## config.mk

```make
export PLATFORM = sky130hd
export DESIGN_NAME = mem_bus_ctrl
export DESIGN_NICKNAME = d
export VERILOG_FILES = /design/src/rtl/mem_map_pkg.sv /design/src/rtl/mem_addr_decode.sv /design/src/rtl/mem_bus_ctrl.sv
export SDC_FILE = /design/constraint.sdc
export NUM_CORES = 1
export LEC_CHECK = 0
export CAP_MARGIN = 20
export CORE_MARGIN = 2
export CORE_UTILIZATION = 53
export CTS_BUF_LIST = sky130_fd_sc_hd__clkbuf_4 sky130_fd_sc_hd__clkbuf_8
export DETAILED_ROUTE_END_ITERATION = 8
export PLACE_DENSITY = 0.83
export SYNTH_ARGS = -nofsm -noshare
export SYNTH_HDL_FRONTEND = slang
export SYNTH_SLANG_ARGS = --single-unit
```

## constraint.sdc

```tcl
create_clock -name clk -period 6.4 [get_ports clk]
set_input_delay 1.28 -clock clk [delete_from_list [all_inputs] [get_ports clk]]
set_output_delay 1.28 -clock clk [all_outputs]
set_load 0.01 [all_outputs]
```

## src/rtl/mem_map_pkg.sv

```systemverilog
// Shared address-map constants, FSM state encoding and decode result types
// for the CPU memory bus controller.
package mem_map_pkg;

    localparam logic [7:0] MAP_ROM_LAST  = 8'h7F;
    localparam logic [7:0] MAP_RAM_BASE  = 8'h80;
    localparam int         MAP_RAM_DEPTH = 96;
    localparam logic [7:0] MAP_OUT_BASE  = 8'hE0;
    localparam logic [7:0] MAP_IN_BASE   = 8'hF0;
    localparam int         NUM_PORTS     = 4;

    typedef enum logic [1:0] {
        ST_IDLE   = 2'd0,
        ST_ACCESS = 2'd1,
        ST_RESP   = 2'd2
    } state_t;

    typedef struct packed {
        logic rom;
        logic ram;
        logic outp;
        logic inp;
        logic none;
    } region_t;

    typedef struct packed {
        region_t    region;
        logic [1:0] port_idx;
        logic       illegal_wr;
    } dec_t;

endpackage

```

## src/rtl/mem_addr_decode.sv

```systemverilog
// Combinational CPU address decoder: region one-hot, port index within the
// port block, and a flag for writes into read-only or unmapped space.
module mem_addr_decode
    import mem_map_pkg::*;
#(
    parameter logic [7:0] RAM_BASE  = MAP_RAM_BASE,
    parameter int         RAM_DEPTH = MAP_RAM_DEPTH,
    parameter logic [7:0] OUT_BASE  = MAP_OUT_BASE,
    parameter logic [7:0] IN_BASE   = MAP_IN_BASE
) (
    input  logic [7:0] addr,
    input  logic       we,
    output dec_t       dec
);

    logic [8:0] ram_end;
    logic [7:0] out_off;
    logic [7:0] in_off;

    // 9-bit compare so a window ending at 0x100 does not wrap
    assign ram_end = {1'b0, RAM_BASE} + 9'(RAM_DEPTH);
    assign out_off = addr - OUT_BASE;
    assign in_off  = addr - IN_BASE;

    always_comb begin
        dec = '0;
        if (addr <= MAP_ROM_LAST) begin
            dec.region.rom = 1'b1;
        end else if ({1'b0, addr} >= {1'b0, RAM_BASE} && {1'b0, addr} < ram_end) begin
            dec.region.ram = 1'b1;
        end else if (addr >= OUT_BASE && out_off < 8'(NUM_PORTS)) begin
            dec.region.outp = 1'b1;
            dec.port_idx    = out_off[1:0];
        end else if (addr >= IN_BASE && in_off < 8'(NUM_PORTS)) begin
            dec.region.inp = 1'b1;
            dec.port_idx   = in_off[1:0];
        end else begin
            dec.region.none = 1'b1;
        end
        dec.illegal_wr = we & (dec.region.rom | dec.region.inp | dec.region.none);
    end

endmodule

```

## src/rtl/mem_bus_ctrl.sv

```systemverilog
// CPU memory bus controller: three-cycle IDLE/ACCESS/RESP handshake onto
// program ROM, 96-byte data RAM, four output registers and four input ports.
module mem_bus_ctrl
    import mem_map_pkg::*;
#(
    parameter logic [7:0] RAM_BASE  = MAP_RAM_BASE,
    parameter int         RAM_DEPTH = MAP_RAM_DEPTH,
    parameter logic [7:0] OUT_BASE  = MAP_OUT_BASE,
    parameter logic [7:0] IN_BASE   = MAP_IN_BASE
) (
    input  logic       clk,
    input  logic       reset_n,
    input  logic       cpu_req,
    input  logic       cpu_we,
    input  logic [7:0] cpu_addr,
    input  logic [7:0] cpu_wdata,
    output logic [7:0] cpu_rdata,
    output logic       cpu_ack,
    output logic       cpu_err,
    output logic [6:0] rom_address,
    input  logic [7:0] rom_data,
    output logic       ram_write,
    output logic [6:0] ram_address,
    output logic [7:0] ram_data_in,
    input  logic [7:0] ram_data_out,
    input  logic [7:0] port_in_0,
    input  logic [7:0] port_in_1,
    input  logic [7:0] port_in_2,
    input  logic [7:0] port_in_3,
    output logic [7:0] port_out_0,
    output logic [7:0] port_out_1,
    output logic [7:0] port_out_2,
    output logic [7:0] port_out_3
);

    state_t state, state_nxt;

    logic [7:0] lat_addr;
    logic [7:0] lat_wdata;
    logic       lat_we;
    dec_t       dec;
    logic [7:0] rd_mux;

    logic [NUM_PORTS-1:0][7:0] port_in_v;
    logic [NUM_PORTS-1:0][7:0] sync1, sync2;
    logic [NUM_PORTS-1:0][7:0] port_out_q;

    assign port_in_v  = {port_in_3, port_in_2, port_in_1, port_in_0};
    assign port_out_0 = port_out_q[0];
    assign port_out_1 = port_out_q[1];
    assign port_out_2 = port_out_q[2];
    assign port_out_3 = port_out_q[3];

    mem_addr_decode #(
        .RAM_BASE (RAM_BASE),
        .RAM_DEPTH(RAM_DEPTH),
        .OUT_BASE (OUT_BASE),
        .IN_BASE  (IN_BASE)
    ) u_dec (
        .addr(lat_addr),
        .we  (lat_we),
        .dec (dec)
    );

    always_ff @(posedge clk or negedge reset_n) begin
        if (!reset_n) state <= ST_IDLE;
        else          state <= state_nxt;
    end

    always_comb begin
        state_nxt = state;
        unique case (state)
            ST_IDLE:   if (cpu_req) state_nxt = ST_ACCESS;
            ST_ACCESS: state_nxt = ST_RESP;
            ST_RESP:   state_nxt = ST_IDLE;
            default:   state_nxt = ST_IDLE;
        endcase
    end

    // Strobes come straight off the state register so a reset aborts them at once
    always_comb begin
        cpu_ack   = (state == ST_RESP);
        ram_write = (state == ST_ACCESS) && lat_we && dec.region.ram;
    end

    assign rom_address = lat_addr[6:0];
    assign ram_address = 7'(lat_addr - RAM_BASE);
    assign ram_data_in = lat_wdata;

    always_comb begin
        rd_mux = 8'h00;
        if (dec.region.rom)       rd_mux = rom_data;
        else if (dec.region.ram)  rd_mux = ram_data_out;
        else if (dec.region.outp) rd_mux = port_out_q[dec.port_idx];
        else if (dec.region.inp)  rd_mux = sync2[dec.port_idx];
    end

    always_ff @(posedge clk or negedge reset_n) begin
        if (!reset_n) begin
            sync1 <= '0;
            sync2 <= '0;
        end else begin
            sync1 <= port_in_v;
            sync2 <= sync1;
        end
    end

    always_ff @(posedge clk or negedge reset_n) begin
        if (!reset_n) begin
            lat_addr   <= 8'h00;
            lat_wdata  <= 8'h00;
            lat_we     <= 1'b0;
            cpu_rdata  <= 8'h00;
            cpu_err    <= 1'b0;
            port_out_q <= '0;
        end else begin
            if (state == ST_IDLE && cpu_req) begin
                lat_addr  <= cpu_addr;
                lat_wdata <= cpu_wdata;
                lat_we    <= cpu_we;
            end
            // err is only ever high during RESP
            cpu_err <= 1'b0;
            if (state == ST_ACCESS) begin
                cpu_err <= dec.illegal_wr | dec.region.none;
                if (!lat_we)
                    cpu_rdata <= rd_mux;
                else if (dec.region.outp)
                    port_out_q[dec.port_idx] <= lat_wdata;
            end
        end
    end

endmodule

```

==> results of run 1 <==
-- synthesized netlist by cell type --
| library cell | number |
|---|---|
| and3_1 | 2 |
| nor2_4 | 1 |
| xnor2_1 | 1 |
| nor3b_1 | 1 |
| a221oi_1 | 16 |
| clkinv_1 | 1 |
| o2111ai_1 | 1 |
| nor3_4 | 1 |
| nand2_1 | 12 |
| or3b_2 | 1 |
| nand2_2 | 3 |
| buf_2 | 4 |
| o21ai_1 | 2 |
| a2111oi_4 | 1 |
| a21oi_1 | 5 |
| buf_1 | 1 |
| o21ai_0 | 25 |
| clkbuf_1 | 6 |
| o22ai_1 | 8 |
| dfrtp_1 | 124 |
| inv_1 | 2 |
| nor2b_1 | 3 |
| ha_1 | 1 |
| nor3_1 | 2 |
| nand4_4 | 2 |
| nor3b_4 | 2 |
| nand3_1 | 3 |
| mux2_2 | 54 |
| a21boi_1 | 1 |
| mux2i_1 | 8 |
| nand2b_1 | 1 |
| buf_4 | 15 |
| nor2_1 | 18 |
| a22oi_1 | 8 |
-- area by class of cell --
class | instances | area (sq um)
fill | 556 | 2227
clock buffer | 17 | 234.0
clock inverter | 15 | 175.2
timing repair buffer | 136 | 1349
tap | 108 | 135.1
inverter | 3 | 11.26
sequential | 124 | 3103
multi-input combinational | 183 | 1486
-- metrics by stage --
stage          setup slack, ns  hold WS [ns]  power (mW)  instance area, sq um
2_1_floorplan            3.913        0.3312       1.176                  4755
3_3_place_gp             3.263        0.3329       1.387                  6085
3_5_place_dp             3.235        0.3347       1.399                  6085
4_1_cts                  2.770        0.3528       2.099                  6494
5_1_grt                  2.607        0.3558       2.182                  6494
6_report                 2.781        0.3506       2.085                  6494
-- power groups by stage --
stage          sequential [mW]  clock [mW]  combinational (mW)
2_1_floorplan            0.951           0               0.224
3_3_place_gp             0.954           0               0.433
3_5_place_dp             0.960           0               0.439
4_1_cts                  0.946       0.712               0.442
5_1_grt                  0.959       0.754               0.469
6_report                 0.946       0.700               0.439
-- state kept, by name, summed over array words and instances (netlist names) --
register     cells
sync1           32
port_out_1       8
ram_data_in      8
lat_we           1
sync2           32
port_out_2       8
port_out_3       8
cpu_rdata        8
state            2
cpu_err          1
lat_addr         8
port_out_0       8
-- how the worst max path moves through the flow --
stage          cells after the start         from   endpoint
6_report                           3  lat_addr[5]  ram_write
5_1_grt                            3  lat_addr[5]  ram_write
4_1_cts                            3  lat_addr[5]  ram_write
3_5_place_dp                       3  lat_addr[5]  ram_write
3_3_place_gp                       3  lat_addr[5]  ram_write
2_1_floorplan                      3  lat_addr[5]  ram_write
-- kinds of logic after synthesis --
family          after synthesis  share of synthesized area (%)
flops                       124                          65.26
compound gates               67                          9.553
mux                          62                          14.47
simple gates                 52                          6.684
buf+inv                      29                          3.579
xor+xnor                      1                         0.1842
fa+ha+maj                     1                         0.2631
-- routing by layer --
layer / wire length (um) / global-route usage [%] / vias up
met1: 4167 / 29.64 / 1599
met5: 0 / 0 / -
met3: 960 / 7.376 / 16
li1: - / - / 1471
met4: 165 / 8.008 / 0
met2: 5390 / 37.57 / 163
==> metrics.txt, run 1 <==
P_sw 0.6301 mW; Setup Buffers After CTS 0; share of layout cells above drive strength 1 21.55%; PwrDens 321.1 mW/mm^2; Crit Path Class reg -> out; fin util 74.46%; final hold violation count 0; Worst-Skew Late Latency 0.42 ns; number of global-route vias before repair 3,255; max-slew violation count 0; Post-Syn Area per Cell 14.15 sq um; largest net degree at the start of global routing 76; commonest non-fill, non-tap cell in the layout clkdlybuf4s50_1; max-cap violation count 0; Area contributors post-synth dfrtp_1 65%, mux2_2 13%, a221oi_1 2.9%; syn_nets 405; routability cong. 0.8377; WP data arrival 2.34 ns; CTS tree yes; commonest cells after routing, fill and taps aside 131 x clkdlybuf4s50_1, 124 x dfrtp_1, 54 x mux2_2; Net Sw Frac 30.22%; H-tree depth 4; fin crit period 3.619 ns; initial antenna violation count 0; crit-path leading delay family compound AO/OA/AOI/OAI gates; clock-pin slew on the worst setup and hold paths 0.08 ns; DP Wirelength 7362 um; Core Rows 34; worst hold path type reg -> reg; RSZ-0062 raised after global routing false; DR WL/cell 18.23 um; total gr overflow 0; nets 534; Critical Path Slowest Stage Cell a21boi_1; DRC Markers 0; flop2flop setup slack 3.80 ns; Cell Count, Final, Fillers Out 586; internal power 1.455 mW; fin crit share 56.55%; CTS Root Cell clkbuf_8; # setup viols final 0; DIE HEIGHT 98.72 um; Synth area leader dfrtp_1; Vias 3,249; Comb power frac 21.0%; Synth Instances 336; r2r worst-path depth 5; DRT iter0 DRCs 222; hold path start sync1[16]; Routed WL 10,680 um; dpl cells 554; slowest cell delay on critical path 0.62 ns; Worst Skew 0.009353 ns; hold depth 0; Slew @ Worst Pin 0.9593 ns; Setup crit end kind primary output; Hold-fix buffers, CTS 0; Reg-to-Reg Start lat_addr[5]; Area growth, synth to finish 36.58%; GRT Util Overall 23.12%; post-route antenna net violation count 0; CTS resizes 0; number of port buffers 132; setup TNS 0 ns; die area 0.009745 sq mm; via/cell ratio 5.544; Critical Path, Cell by Cell a21boi_1 > and3_1 > clkdlybuf4s50_1; Reg power frac 45.4%; Seq/Total Area, Yosys 65.26%; register bit total from synthesis 124; fmax 276.3 MHz; Worst Hold Endpoint sync2[16]; CP Buf/Inv Count 1; # diodes 0; Cell Area, Synth 0.004755 sq mm; Rel. slew slack 35.81%; Pleak 2.746 nW; CTS Sinks 124; initial core utilization 54.52%; Worst Path Required 5.12 ns; Clock Path Buffers 2; I/O pin cnt 133; Die W 98.72 um; drt first pass iters 4; global-route wire length before repair 17,080 um; clock share of power 33.6%; Worst R2R End port_out_0[0]; outcome finished, final reports clean; number of synthesis warnings 0; post-synth top area share 65.26%; worst IR drop on VDD 0.2039 mV; Yosys cell types 34; Critical Path Source Type flip-flop; Core ar. 0.008721 sq mm; critical path peak fanout 10; TritonCTS Buffers 17
Note: power is estimated with default switching activity, not from simulation.
==> run 2, diff against run 1 <==
--- a/config.mk
+++ b/config.mk
@@ -7,10 +7,10 @@
 export LEC_CHECK = 0
 export CAP_MARGIN = 20
 export CORE_MARGIN = 2
-export CORE_UTILIZATION = 53
+export CORE_UTILIZATION = 49
 export CTS_BUF_LIST = sky130_fd_sc_hd__clkbuf_4 sky130_fd_sc_hd__clkbuf_8
 export DETAILED_ROUTE_END_ITERATION = 8
-export PLACE_DENSITY = 0.83
+export PLACE_DENSITY = 0.78
 export SYNTH_ARGS = -nofsm -noshare
 export SYNTH_HDL_FRONTEND = slang
 export SYNTH_SLANG_ARGS = --single-unit
==> constraint.sdc (replaced) <==
create_clock -name clk -period 3.42 [get_ports clk]
set_input_delay 0.684 -clock clk [delete_from_list [all_inputs] [get_ports clk]]
set_output_delay 0.684 -clock clk [all_outputs]
set_load 0.01 [all_outputs]
==> metrics.txt, run 2 (same netlist as run 1, synthesis figures left out) <==
commonest non-fill, non-tap cell in the layout clkdlybuf4s50_1 (unchanged); Critical Path Slowest Stage Cell clkdlybuf4s50_1 (was a21boi_1); H-tree depth 4 (unchanged); via/cell ratio 5.415 (was 5.544); DP Wirelength 7771 um (was 7362 um); clock share of power 32.9% (was 33.6%); routability cong. 0.8699 (was 0.8377); Crit Path Class reg -> out (unchanged); worst hold path type in -> async (was reg -> reg); Critical Path, Cell by Cell a21boi_1 > buf_4 > and3_1 > clkdlybuf4s50_1 (was a21boi_1 > and3_1 > clkdlybuf4s50_1); CTS Sinks 124 (unchanged); Worst Setup SP lat_addr[5] (unchanged); Clock Path Buffers 2 (unchanged); Slew @ Worst Pin 1.021 ns (was 0.9593 ns); number of port buffers 132 (unchanged); share of layout cells above drive strength 1 21.88% (was 21.55%); GRT Util Overall 22.86% (was 23.12%); PwrDens 597.0 mW/mm^2 (was 321.1 mW/mm^2); Die W 102.5 um (was 98.72 um); CTS resizes 0 (unchanged); outcome finished, final reports clean (unchanged); nets 536 (was 534); critical path peak fanout 10 (unchanged); Largest regs sync1: 32 flops, sync2: 32 flops (unchanged); Worst Path Required 2.74 ns (was 5.12 ns); internal power 2.728 mW (was 1.455 mW); Rel. slew slack 31.66% (was 35.81%); Comb power frac 21.9% (was 21.0%); commonest cells after routing, fill and taps aside 131 x clkdlybuf4s50_1, 124 x dfrtp_1, 54 x mux2_2 (unchanged); Net Sw Frac 30.13% (was 30.22%); fmax 366.7 MHz; Core ar. 0.009328 sq mm (was 0.008721 sq mm); DIE HEIGHT 102.5 um (was 98.72 um); RSZ-0062 raised after global routing false (unchanged); TritonCTS Buffers 17 (unchanged); Worst Skew 0.009882 ns (was 0.009353 ns); largest net degree at the start of global routing 73 (was 76); WP data arrival 2.04 ns (was 2.34 ns); Area growth, synth to finish 37.55% (was 36.58%); worst IR drop on VDD 0.3242 mV (was 0.2039 mV); Cell Count, Final, Fillers Out 609 (was 586); DRT iter0 DRCs 175 (was 222); initial antenna violation count 0 (unchanged); Core Rows 35 (was 34); Setup Buffers After CTS 0 (unchanged); max-cap violation count 0 (unchanged); CP Buf/Inv Count 2 (was 1); P_sw 1.176 mW (was 0.6301 mW); DR WL/cell 18.57 um (was 18.23 um); max-slew violation count 0 (unchanged); global-route wire length before repair 17,490 um (was 17,080 um); clock-pin slew on the worst setup and hold paths 0.07 ns (was 0.08 ns); Hold-fix buffers, CTS 0 (unchanged); total gr overflow 0 (unchanged); Reg power frac 45.2% (was 45.4%); Placed Instance Area 0.006138 sq mm (was 0.006085 sq mm); # setup viols final 0 (unchanged); Setup crit end kind primary output (unchanged); final hold violation count 0 (unchanged); CTS tree yes (unchanged); Routed WL 11,310 um (was 10,680 um); setup TNS 0 ns (unchanged); number of global-route vias before repair 3,401 (was 3,255); drt first pass iters 4 (unchanged); post-route antenna net violation count 0 (unchanged); # diodes 0 (unchanged); fin crit share 79.73%; Final Cell Area 0.006540 sq mm (was 0.006494 sq mm); slowest cell delay on critical path 0.53 ns (was 0.62 ns); Reg-to-Reg Start lat_addr[5] (unchanged); I/O pin cnt 133 (unchanged); Worst-Skew Late Latency 0.43 ns (was 0.42 ns); CTS Root Cell clkbuf_8 (unchanged); fin crit period 2.727 ns; crit-path leading delay family buffers and inverters (was compound AO/OA/AOI/OAI gates); Vias 3,298 (was 3,249); Critical Path Source Type flip-flop (unchanged); Pleak 2.757 nW (was 2.746 nW); die area 0.01051 sq mm (was 0.009745 sq mm); dpl cells 577 (was 554); initial core utilization 50.97% (was 54.52%); DRC Markers 0 (unchanged)
## run 2: changes by cell type in the layout (fill, tap and decap cells not counted)
cell and change:
clkinv_4 +3, buf_12 +1, inv_6 -4, buf_4 +1, inv_8 -1, clkinv_2 +1
clkbuf_4 +1
## run 2: path summary, 6_finish.rpt
check                           endpoint  slack, ns  depth (start not counted)
max                            ram_write       0.69                          4
min                            sync1[29]       0.29                          1
max reg2reg                port_out_0[1]       0.89                          5
min reg2reg                    sync2[22]       0.35                          0
max in group asynchronous   cpu_rdata[7]       2.33                          2
min in group clk               sync2[22]       0.35                          0
## run 2: layout make-up
class	count	area [sq um]
Timing Repair Buffer	138	1376
Tap cell	129	161.4
Inverter	3	11.26
Clock buffer	18	241.5
Clock inverter	14	160.2
Multi-Input combinational cell	183	1486
Sequential cell	124	3103
Fill cell	655	2788
## run 2: metrics by stage
stage | hold WS (ns) | utilization [%] | power, mW | setup slack, ns
after floorplan | 0.3312 | - | 2.200 | 1.348
after global placement | 0.3350 | 65.81 | 2.620 | 0.9992
after detailed placement | 0.3347 | 65.81 | 2.645 | 0.9097
after CTS | 0.2967 | 70.11 | 3.924 | 0.6828
after global routing | 0.3212 | 70.11 | 4.075 | 0.6117
final | 0.2938 | 70.11 | 3.904 | 0.6931
## run 2: metal layers
layer	GRT usage (%)	up-vias	share of wire [%]
met3	8.475	16	9.0
met4	7.897	0	1.4
met5	0	-	0
met1	28.66	1672	40
met2	36.95	140	50
li1	-	1470	-
## run 2: power groups by stage
| stage | Sequential [mW] | Clock (mW) | Combinational [mW] |
|---|---|---|---|
| CTS | 1.76 | 1.30 | 0.860 |
| global placement | 1.78 | 0 | 0.844 |
| global route | 1.79 | 1.37 | 0.918 |
| finish | 1.76 | 1.28 | 0.856 |
| detailed placement | 1.79 | 0 | 0.857 |
| floorplan | 1.78 | 0 | 0.420 |
